`src/rtl/dmem_arb_pkg.sv`:
```
// Shared constants and helpers for the dmem write-port arbiter.
// Imported by rr_pick and dmem_wr_arbiter.
package dmem_arb_pkg;

  localparam int N_REQ_DEF = 8;
  localparam int AW_DEF    = 32;
  localparam int DW_DEF    = 32;
  localparam int CNT_W_DEF = 16;

  // Index width for n items, never below one bit.
  function automatic int clog2_safe(input int n);
    int r;
    r = 0;
    for (int v = n - 1; v > 0; v = v >> 1) begin
      r++;
    end
    return (r < 1) ? 1 : r;
  endfunction

  // Successor of p in a ring of n slots.
  function automatic int rr_next(input int p, input int n);
    return (p + 1 >= n) ? 0 : p + 1;
  endfunction

endpackage

```
`src/rtl/rr_pick.sv`:
```
// Combinational round-robin priority encoder.
// Doubled request vector, masked below ptr, lowest set bit wins.
module rr_pick
  import dmem_arb_pkg::*;
#(
  parameter int N  = N_REQ_DEF,
  parameter int IW = clog2_safe(N)
) (
  input  logic [N-1:0]  act,
  input  logic [IW-1:0] ptr,
  output logic [N-1:0]  gnt,
  output logic [IW-1:0] idx,
  output logic          valid
);

  localparam int W2 = 2 * N;

  logic [W2-1:0] dbl;
  logic [W2-1:0] below;
  logic [W2-1:0] masked;
  logic [W2-1:0] first;

  assign dbl    = {act, act};
  assign below  = (W2'(1) << ptr) - W2'(1);
  assign masked = dbl & ~below;
  assign first  = masked & (~masked + W2'(1));
  assign gnt    = first[N-1:0] | first[W2-1:N];
  assign valid  = |act;

  // One-hot grant to binary index.
  always_comb begin
    idx = '0;
    for (int i = 0; i < N; i++) begin
      if (gnt[i]) begin
        idx = IW'(i);
      end
    end
  end

endmodule

```
`src/rtl/dmem_wr_arbiter.sv`:
```
// Round-robin arbiter for the shared dmem write port, registered issue.
// Optional stall counters enabled by DMEM_ARB_STATS_EN.
module dmem_wr_arbiter
  import dmem_arb_pkg::*;
#(
  parameter int N_REQ = N_REQ_DEF,
  parameter int AW    = AW_DEF,
  parameter int DW    = DW_DEF,
  parameter int CNT_W = CNT_W_DEF
) (
  input  logic                     clk,
  input  logic                     reset,
  input  logic [N_REQ-1:0]         req,
  input  logic [N_REQ-1:0]         eligible,
  input  logic [N_REQ*AW-1:0]      a_in,
  input  logic [N_REQ*DW-1:0]      wd_in,
  output logic [N_REQ-1:0]         gnt,
  output logic [N_REQ-1:0]         stall,
  output logic                     we,
  output logic [AW-1:0]            a_out,
  output logic [DW-1:0]            wd_out,
  output logic [$clog2(N_REQ)-1:0] gnt_id,
  output logic [N_REQ*CNT_W-1:0]   stall_cnt
);

  localparam int IW = $clog2(N_REQ);

  logic [N_REQ-1:0] act;
  logic [N_REQ-1:0] pickGnt;
  logic [IW-1:0]    pickIdx;
  logic             pickValid;
  logic [IW-1:0]    ptr;

  assign act = req & eligible;

  rr_pick #(
    .N  (N_REQ),
    .IW (IW)
  ) uPick (
    .act   (act),
    .ptr   (ptr),
    .gnt   (pickGnt),
    .idx   (pickIdx),
    .valid (pickValid)
  );

  assign gnt   = reset ? '0 : pickGnt;
  assign stall = reset ? '0 : (act & ~pickGnt);

  // Issue register and round-robin pointer.
  always_ff @(posedge clk) begin
    if (reset) begin
      we     <= 1'b0;
      a_out  <= '0;
      wd_out <= '0;
      gnt_id <= '0;
      ptr    <= '0;
    end else if (pickValid) begin
      we     <= 1'b1;
      a_out  <= a_in[pickIdx*AW +: AW];
      wd_out <= wd_in[pickIdx*DW +: DW];
      gnt_id <= pickIdx;
      ptr    <= IW'(rr_next(int'(pickIdx), N_REQ));
    end else begin
      we <= 1'b0;
    end
  end

`ifdef DMEM_ARB_STATS_EN
  logic [CNT_W-1:0] cnt [N_REQ];

  // Per-core saturating stall counters.
  always_ff @(posedge clk) begin
    for (int i = 0; i < N_REQ; i++) begin
      if (reset) begin
        cnt[i] <= '0;
      end else if (stall[i] && !(&cnt[i])) begin
        cnt[i] <= cnt[i] + 1'b1;
      end
    end
  end

  // Flatten counters onto the probe port.
  always_comb begin
    stall_cnt = '0;
    for (int i = 0; i < N_REQ; i++) begin
      stall_cnt[i*CNT_W +: CNT_W] = cnt[i];
    end
  end
`else
  assign stall_cnt = '0;
`endif

endmodule
```
`config.mk`:
```
export PLATFORM = sky130hd
export DESIGN_NAME = dmem_wr_arbiter
export DESIGN_NICKNAME = d
export VERILOG_FILES = /design/src/rtl/dmem_arb_pkg.sv /design/src/rtl/rr_pick.sv /design/src/rtl/dmem_wr_arbiter.sv
export SDC_FILE = /design/constraint.sdc
export NUM_CORES = 1
export LEC_CHECK = 0
export CAP_MARGIN = 5
export CORE_AREA = 2 2 288 290
export DETAILED_ROUTE_END_ITERATION = 10
export DIE_AREA = 0 0 290 292
export GPL_TIMING_DRIVEN = 0
export PLACE_DENSITY = 0.44
export SKIP_CTS_REPAIR_TIMING = 1
export SYNTH_ARGS = -nofsm -noshare
export SYNTH_HDL_FRONTEND = slang
export SYNTH_HIERARCHICAL = 1
export SYNTH_SLANG_ARGS = --single-unit
```
`constraint.sdc`:
```
create_clock -name clk -period 7.05 [get_ports clk]
set_input_delay 1.7625 -clock clk [delete_from_list [all_inputs] [get_ports clk]]
set_output_delay 1.7625 -clock clk [all_outputs]
set_load 0.02 [all_outputs]
```
==> impl_metrics.csv <==
group,metric,value,unit
timing,finalHoldViolCount,0,
clock_tree,cts_tree,"done",
worst_setup_path,worstSetupStartpointType,"input port",
final_layout,regArea,0.00142,mm^2
pwr,leakagePower,0.00599,uW
worst_setup_path,cp-end-kind,"output port",
logic_synthesis,yosysTopAreaCell,"mux2_2",
logic_synthesis,yosysTopAreaCellShare,18.1,%
floorplan,die_h,292,um
timing,setup_slack,0.545,ns
routing,wl_per_cell,21.1,um
logic_synthesis,synth_area_leaders,"mux2_2 18%, mux4_2 18%, dfxtp_1 18%",
pwr,p_sw,1800,uW
logic_synthesis,synth_ff_type,"dfxtp_1",
run,maxCapViolCount,0,
floorplan,die_x,290,um
timing,tns,0,ns
pwr,comb_power_share,71.0,%
grt,grt_max_degree,13,
pwr,seq_power_share,15.6,%
worst_hold_path,hold_path.class,"flip-flop to flip-flop",
pwr,switching_share,44.1,%
routing,ant_nets,0,
placement,pre_cts_slack,0.635,ns
clock_tree,root_buffer,"clkbuf_16",
clock_tree,clk_pin_slew,0.06,ns
clock_tree,clockBufferDepth,2,
logic_synthesis,async_flop_share,0,%
worst_setup_path,worstSetupPathType,"input port to output port",
logic_synthesis,synth_edf_count,0,
clock_tree,cts_inserted_buffers,9,
routing,drt_wl_total,56400,um
timing,tightest_slew,1.03,ns
logic_synthesis,ys_types,52,
worst_setup_path,critPathMaxFanout,7,
worst_setup_path,crit_required,5.29,ns
placement,dp_hpwl,48900,um
clock_tree,worst_skew_pair.late_latency,0.37,ns
routing,dr.pass1.iters,5,
pwr,ir_drop,0.106,mV
grt,gr-usage-all-layers,12.9,%
logic_synthesis,ys_warn_count,6,
worst_setup_path,slowest_stage,"a2111oi_1",
timing,fmax,154,MHz
final_layout,layout.nets,2123,
grt,grt_pass1_vias,10002,
pwr,p_per_area,252,mW/mm^2
logic_synthesis,synthCells,841,
final_layout,area_growth,104,%
placement,io_buffers,612,
worst_setup_path,cp_common_cell,"clkdlybuf4s50_1",
floorplan,row_count,105,
timing,finalCriticalPeriod,6.50,ns
clock_tree,htree_levels,3,
timing,relSlewSlack,31.4,%
worst_setup_path,path_cells,"clkdlybuf4s50_1 > and2_1 > nor4_1 > a31oi_1 > a2111oi_1 > nor2b_1 > clkdlybuf4s50_1",
timing,setup_violations,0,
logic_synthesis,syn_area_per_cell,9.46,um^2
final_layout,multi_input_area,0.00564,mm^2
worst_setup_path,cp.arrival,4.74,ns
floorplan,io_pins,742,
clock_tree,clkSinkCount,71,
grt,antenna_found_initial,14,
logic_synthesis,ys_seq_area_share,17.9,%
routing,via_per_inst,3.51,
pwr,pwr-share-clk,13.4,%
floorplan,start_util,9.75,%
routing,vias,9354,
logic_synthesis,synth.most_common_cell,"buf_4",
worst_setup_path,max_stage_delay,0.75,ns
grt,gr-total-overflow,0,
status,status,"finished clean",
logic_synthesis,ys_ff_latch,71,
floorplan,dieArea,0.0847,mm^2
logic_synthesis,synth_commonest_cells,"133 x buf_4, 128 x mux2_2, 87 x nand2_1, 71 x dfxtp_1, 64 x mux4_2",
routing,drc,0,
grt,grt_first_pass_wirelength,76300,um
final_layout,drive_above_1_share,24.6,%
logic_synthesis,netlist_area,0.00796,mm^2
final_layout,n_fill_cell,9064,
placement,gp_congestion,0.896,
timing,maxSlewViolCount,0,
floorplan,core_region_area,0.0816,mm^2
timing,fin_crit_sh,92.3,%
routing,dr.first_iter.drc_count,311,
timing,fin_skew,0.0132,ns
timing,rsz0062_at_grt,"false",
pwr,p_int,2280,uW
==> power by group through the flow <==
stage | registers, uW | logic, uW | clock network [uW]
after global routing | 655 | 3110 | 593
final | 637 | 2900 | 547
after detailed placement | 644 | 2960 | 0
after global placement | 640 | 2960 | 0
after floorplan | 806 | 1510 | 0
after CTS | 637 | 2980 | 589
==> layout make-up <==
class                      count  share of cell area (%)
antenna                        3                  0.0463
buffer                       200                    8.29
clock buffer                  10                    1.47
clock inverter                 5                   0.501
inverter                       6                   0.139
multi-input combinational    691                    34.8
sequential                    71                    8.76
tap                         1070                    8.25
timing repair buffer         612                    37.8
==> path summary, 6_finish.rpt <==
check | startpoint | endpoint | slack (ns) | depth (start not counted)
max | req[0] | gnt[5] | 0.55 | 7
min | a_out[30] | a_out[30] | 0.49 | 2
max reg2reg | ptr[2] | wd_out[14] | 2.55 | 15
min reg2reg | a_out[30] | a_out[30] | 0.49 | 2
==> state kept, by name, summed over array words and instances (netlist names) <==
name,cells
wd_out,32
gnt_id,3
we,1
a_out,32
ptr,3
==> layout by cell type, fill, tap and decap left out, drive strengths merged, types with 16 or more instances in the layout <==
master         count
clkdlybuf4s50    612
buf              169
mux2             128
conb             128
nand2             87
dfxtp             71
mux4              64
nor2b             59
a21oi             56
a221oi            49
clkbuf            41
a31oi             16
==> cell families after synthesis <==
kind of cell    Yosys count  share of synthesized area, %
fa+ha+maj                 2                         0.314
compound gates          159                          14.5
mux                     194                          36.5
buf+inv                 206                          17.2
flops                    71                          17.9
other cells               1                        0.0471
simple gates            207                          13.5
xor+xnor                  1                         0.110
==> worst max-delay path: cells and delay by family <==
kind                   cells  cell delay, ns
AO/OA/AOI/OAI              2            0.91
buffers and inverters      2            1.03
AND/OR/NAND/NOR            3            1.04
==> per-stage QoR <==
stage / instances / util [%] / power, uW / hold WS [ns] / area (um^2)
detailed placement: 2650 / 19.5 / 3610 / 0.478 / 15900
CTS: 2665 / 19.9 / 4200 / 0.491 / 16200
finish: 2668 / 19.9 / 4090 / 0.489 / 16200
floorplan: 968 / - / 2320 / 0.468 / 8430
global placement: 2650 / 19.5 / 3600 / 0.476 / 15900
global route: 2666 / 19.9 / 4360 / 0.518 / 16200
==> metal layers <==
metal | GRT usage (%) | vias up | wire length, um
li1 | - | 4385 | -
met1 | 14.8 | 4346 | 22600
met2 | 23.1 | 554 | 28300
met3 | 3.85 | 61 | 4300
met4 | 3.67 | 8 | 1170
met5 | 0 | - | 59
(Power assumes the default switching activity.)
